===== config.mk =====
export PLATFORM = sky130hd
export DESIGN_NAME = seq_pattern_detector
export DESIGN_NICKNAME = d
export VERILOG_FILES = /design/src/rtl/seq_pattern_detector.sv
export SDC_FILE = /design/constraint.sdc
export NUM_CORES = 1
export LEC_CHECK = 0
export BUFFER_PORTS_ARGS = -buffer_cell sky130_fd_sc_hd__clkbuf_2
export CAP_MARGIN = 5
export CORE_MARGIN = 10
export CORE_UTILIZATION = 52
export DETAILED_ROUTE_END_ITERATION = 8
export HOLD_SLACK_MARGIN = 0.03
export PLACE_DENSITY = 0.87
export SLEW_MARGIN = 20
export SYNTH_ARGS = -nofsm -noshare
export SYNTH_HDL_FRONTEND = slang
export SYNTH_SLANG_ARGS = --single-unit

===== constraint.sdc =====
create_clock -name clk -period 2.19 [get_ports clk]
set_input_delay 0.438 -clock clk [delete_from_list [all_inputs] [get_ports clk]]
set_output_delay 0.438 -clock clk [all_outputs]
set_load 0.01 [all_outputs]

===== src/rtl/seq_pattern_detector.sv =====
// ---------------------------------------------------------------------------
// seq_pattern_detector
//   Serial bit-pattern detector. One bit of din is taken on every clock with
//   en=1. The newest PAT_LEN bits are compared against PATTERN. The MSB of
//   PATTERN is the oldest bit received. A hit happens when the incoming bit
//   completes the pattern.
//
// Ports
//   clk        in   1      system clock, rising edge
//   rst        in   1      synchronous reset, active high, overrides all
//   en         in   1      bit-valid strobe; din sampled only when en=1
//   din        in   1      serial data bit
//   clr        in   1      synchronous clear of det_flag / match_cnt
//   match      out  1      registered one-cycle pulse per hit
//   det_flag   out  1      sticky "seen at least one match"
//   match_cnt  out  CNT_W  saturating match count since rst/clr
// ---------------------------------------------------------------------------
module seq_pattern_detector #(
    parameter int unsigned         PAT_LEN = 4,
    parameter logic [PAT_LEN-1:0]  PATTERN = 4'b1010,
    parameter bit                  OVERLAP = 1'b1,
    parameter int unsigned         CNT_W   = 8
) (
    input  logic             clk,
    input  logic             rst,
    input  logic             en,
    input  logic             din,
    input  logic             clr,
    output logic             match,
    output logic             det_flag,
    output logic [CNT_W-1:0] match_cnt
);

    generate
        if (PAT_LEN < 1 || PAT_LEN > 16) begin : g_bad_len
            $error("seq_pattern_detector: PAT_LEN must be 1..16");
        end
        if (CNT_W < 1) begin : g_bad_cnt
            $error("seq_pattern_detector: CNT_W must be >= 1");
        end
    endgenerate

    localparam int unsigned        FILL_W   = $clog2(PAT_LEN + 1);
    localparam logic [FILL_W-1:0]  FILL_MAX = FILL_W'(PAT_LEN);
    localparam logic [FILL_W-1:0]  FILL_ARM = FILL_W'(PAT_LEN - 1);
    localparam logic [CNT_W-1:0]   CNT_MAX  = {CNT_W{1'b1}};
    localparam logic [CNT_W-1:0]   CNT_ONE  = CNT_W'(1);

    logic [PAT_LEN-1:0] window;
    logic [FILL_W-1:0]  fill;
    logic [PAT_LEN-1:0] next_win;
    logic               hit;

    // The window as it would look with din shifted in. For a 1-bit pattern
    // this is just din itself.
    generate
        if (PAT_LEN == 1) begin : g_len1
            assign next_win = din;
        end else begin : g_lenn
            assign next_win = {window[PAT_LEN-2:0], din};
        end
    endgenerate

    // Valid when at least PAT_LEN-1 older bits are held, so the incoming
    // bit is the one that completes the pattern.
    assign hit = en && (fill >= FILL_ARM) && (next_win == PATTERN);

    always_ff @(posedge clk) begin
        if (rst) begin
            window    <= '0;
            fill      <= '0;
            match     <= 1'b0;
            det_flag  <= 1'b0;
            match_cnt <= '0;
        end else begin
            match <= hit;

            if (en) begin
                if (hit && !OVERLAP) begin
                    // Non-overlapping: the next match needs PAT_LEN fresh bits.
                    window <= '0;
                    fill   <= '0;
                end else begin
                    window <= next_win;
                    if (fill != FILL_MAX)
                        fill <= fill + 1'b1;
                end
            end

            // A hit wins over a clr in the same cycle.
            if (hit)
                det_flag <= 1'b1;
            else if (clr)
                det_flag <= 1'b0;

            // clr restarts the count. A hit in the same cycle counts as the
            // first match of the new count.
            if (clr)
                match_cnt <= hit ? CNT_ONE : '0;
            else if (hit && match_cnt != CNT_MAX)
                match_cnt <= match_cnt + 1'b1;
        end
    end

endmodule

Yosys cells after proc, flatten, opt, wreduce, memory -nomap -nowiden:

Index checks and enable logic that the tools add are counted.

* input bits: 5
* output and inout bits: 10
* word-level logic and storage cells: 22
* register bits: 16

* add/subtract/negate cells: 2
* muxes and demuxes: 5
* magnitude comparators: 1
* reductions and logical operators: 6
* eq/ne operators: 3

Operator list (count)
* $mux 8: 2
* $add 8x1->8 const B: 1
* $ne 8x8->1 const B: 1
* $eq 4x4->1 const B: 1
* $reduce_bool 2->1: 2
* $add 3x1->3 const B: 1
* $ge 3x2->1 const B: 1
* $logic_and 1x1->1: 3
* $mux 1: 3
* $ne 3x3->1 const B: 1
* $reduce_and 2->1: 1

Logic depth before layout (Yosys ltp):

* depth after elaboration: 6
* gate-level depth with buffers: 7
* mapped depth without buffers: 6

Least setup slack after synthesis:

Ideal clock, no wire load.

* kind: register -> register
* from: register fill[0]
* to: register match_cnt[5]
* data arrival time: 1.659 ns
* path buffers: 1
* data required time: 2.118 ns
* setup time: 0.072 ns
* cell stages (with the launch flop): 8
* path slack: 0.460 ns
* clock period less this slack: 1.730 ns
* cell sequence: dfxtp_1 > ha_1 > ha_1 > a211oi_1 > or3_4 > buf_4 > nor4_2 > mux2i_1

* cells in the longest elaborated chain, start to end: 5

RTL lines
* start: declaration: line 50 `logic [FILL_W-1:0] fill;`
* start signal: assignment: line 86 `fill <= fill + 1'b1;`
* $ge 3x2->1: line 66 `assign hit = en && (fill >= FILL_ARM) && (next_win == PATTERN);`
* $logic_and 1x1->1 (2 in series): line 66
* $logic_and 1x1->1: line 100 `else if (hit && match_cnt != CNT_MAX)`
* $reduce_bool 2->1 (no source line)
* end signal: assignment: line 99 `match_cnt <= hit ? CNT_ONE : '0;`
* end signal: assignment: line 101 `match_cnt <= match_cnt + 1'b1;`
* end: declaration: line 31 `output logic [CNT_W-1:0] match_cnt`

No other way between the ends.
A chain may end at the register's enable or synchronous reset.

Worst setup path after layout:

* from: register fill[0]
* to: register match_cnt[3]

The elaborated chain is that of the path after synthesis.

==> impl_metrics.env <==
export IMPL_drtAntennaViolNets=0
export IMPL_hold_path_class="input pin to flop"
export IMPL_start_util=0.542
export IMPL_combPwrFrac=0.071
export IMPL_rsz0062_at_grt="false"
export IMPL_post_route_min_period_ns=1.95
export IMPL_drive_above_1_share=0.222
export IMPL_grtUsageTotal=0.0924
export IMPL_dp_hpwl_mm=1.25
export IMPL_cts_hold_buf=0
export IMPL_cp_required_ns=2.41
export IMPL_relSlewSlack=0.744
export IMPL_nets=109
export IMPL_post_route_drc_count=0
export IMPL_clkPwrFrac=0.362
export IMPL_fillers=127
export IMPL_h_tree_depth=1
export IMPL_hold_viol=0
export IMPL_drt_first_pass_iters=4
export IMPL_clockRootBuffer="clkbuf_4"
export IMPL_ys_seq_area_frac=0.402
export IMPL_dieWidth_um=59.2
export IMPL_ys_types=32
export IMPL_grt_max_degree=14
export IMPL_die_area_um2=3500
export IMPL_yosys_warnings=0
export IMPL_status="complete, no violations"
export IMPL_syn_area_per_cell_um2=9.27
export IMPL_synthXorXnorAreaFrac=0.0110
export IMPL_fin_skew_ns=0.00882
export IMPL_ys_flop_type="dfxtp_1"
export IMPL_grt_pass1_wl_mm=2.69
export IMPL_critPathCaptureType="flop"
export IMPL_syn_inst=86
export IMPL_placementRows=14
export IMPL_register_area_um2=320
export IMPL_insertedDiodeCount=0
export IMPL_layout_common_cells="dfxtp_1 (16), clkbuf_2 (14), nor2_1 (8), a21oi_1 (7), inv_1 (5)"
export IMPL_synth_seq_cells=16
export IMPL_path_class="flop to flop"
export IMPL_internal_power_uw=416
export IMPL_tightest_slew_ns=0.381
export IMPL_synth_area_um2=797
export IMPL_wl_per_cell_um=13.9
export IMPL_ios=15
export IMPL_synthMuxAreaShare=0.0502
export IMPL_cts_sinks=16
export IMPL_power_density_nw_per_um2=602
export IMPL_setup_ws_ns=0.240
export IMPL_finalSetupViolations=0
export IMPL_gp_congestion=0.794
export IMPL_insertion_delay_ns=0.28
export IMPL_syn2layout_area_growth_pct=12.1
export IMPL_die_h_um=59.2
export IMPL_p_switching_uw=122
export IMPL_met2_usage=0.144
export IMPL_mostFrequentLayoutCell="dfxtp_1"
export IMPL_max_cap_violations=0
export IMPL_synth_fa_ha_area_frac=0.0628
export IMPL_grt_pass1_vias=628
export IMPL_synth_top_cell_by_area="dfxtp_1"
export IMPL_numCtsBuffers=3
export IMPL_vias_per_cell=5.83
export IMPL_drt_initial_drc_count=18
export IMPL_grt_most_used_layer="met2"
export IMPL_min_period_over_period=0.890
export IMPL_cts_clk_slew_worst_paths_ns=0.10
export IMPL_ir_drop_mv=0.537
export IMPL_grt_remaining_overflow=0
export IMPL_wirelength_mm=1.60
export IMPL_io_buffers=14
export IMPL_yosys_area_share_simple=0.245
export IMPL_core_um2=1470
export IMPL_critPathArrivalTime_ns=2.17
export IMPL_synth_edff_count=0
export IMPL_async_flop_share=0
export IMPL_synth_top_family_by_area="simple AND/OR/NAND/NOR gates"
export IMPL_postCtsSetupRepairBufs=0
export IMPL_synth_top_area_frac=0.402
export IMPL_antenna_found_initial=0
export IMPL_p_seq_frac=0.567
export IMPL_multi_input_area_um2=428
export IMPL_p_leak_uw=0.000380
export IMPL_cts_tree="built"
export IMPL_finalMaxSlewViolations=0
export IMPL_synth_compound_gate_area_share=0.168
export IMPL_vias=670
export IMPL_crit_fanout=13
export IMPL_sw_frac_of_total=0.227
export IMPL_synth_area_leaders="dfxtp_1 (40%), ha_1 (6.3%), mux2i_1 (5.0%)"
export IMPL_cts_resized=0
export IMPL_max_freq_mhz=513
export IMPL_met3_usage=0.0215
export IMPL_met1_usage=0.118
export IMPL_tns_ns=0
export IMPL_place_ws_ns=0.250
export IMPL_synth_nets=95
export IMPL_cp_start_kind="flop"
export IMPL_cts_path_max_buffers=2
[state kept, by name (all words and copies together) (netlist names)]
register   cells
match          1
match_cnt      8
window         3
fill           3
det_flag       1
[cells in the mapped netlist, types with 2 or more instances]
master / instances
a21oi_1: 7
and4_1: 2
clkbuf_1: 2
dfxtp_1: 16
ha_1: 4
inv_1: 5
mux2i_1: 4
nand2_1: 4
nand3_1: 4
nand4_1: 2
nor2_1: 8
o21ai_0: 2
o31ai_1: 3
o41ai_1: 2
or3_1: 2
or4_1: 3
[critical path: stages (launching register included)]
cell and delay, ns:
dfxtp_1 0.41, ha_1 0.18, ha_1 0.15, a211oi_1 0.06, or3_4 0.41, or4_1 0.52
a21oi_1 0.15
[power groups by stage]
stage                     registers, µW  logic [µW]  clock network [µW]
final                               305        38.0                 195
after global routing                306        44.9                 206
after CTS                           305        38.0                 195
after detailed placement            312        37.8                   0
after global placement              311        36.2                   0
after floorplan                     310        30.9                   0
[path summary, 6_finish.rpt]
check                start      endpoint  slack (ns)  depth (start not counted)
hold / removal         din     window[0]        0.42                          3
setup / recovery   fill[0]  match_cnt[3]        0.24                          6
setup reg to reg   fill[0]  match_cnt[3]        0.24                          6
hold reg to reg   det_flag      det_flag        0.47                          1
[cell type report]
type                    instances  share of cell area
inverters                       5              0.0210
flip-flops and latches         16               0.359
clock buffers                   4              0.0406
repair buffers                 14              0.0784
well taps                      16              0.0224
multi-input cells              60               0.479
[routing by layer]
layer  vias up  share of wire
met5         -              0
li1        341              -
met2        14           0.47
met3         2          0.046
met1       313           0.48
met4         0         0.0075
[stage by stage]
stage | power (µW) | std cells | cell area (µm²) | hold WS, ns | util
detailed placement | 350 | 111 | 857 | 0.446 | 0.582
floorplan | 341 | 86 | 797 | 0.473 | -
global route | 557 | 115 | 893 | 0.448 | 0.607
finish | 538 | 115 | 893 | 0.419 | 0.607
global placement | 347 | 111 | 857 | 0.439 | 0.582
CTS | 538 | 115 | 893 | 0.424 | 0.607
[kinds of logic after synthesis]
kind of cell	after synthesis
compound gates	20
xor+xnor	1
fa+ha+maj	4
buf+inv	10
flops	16
mux	4
simple gates	31
Note: power is estimated with default switching activity, not from simulation.
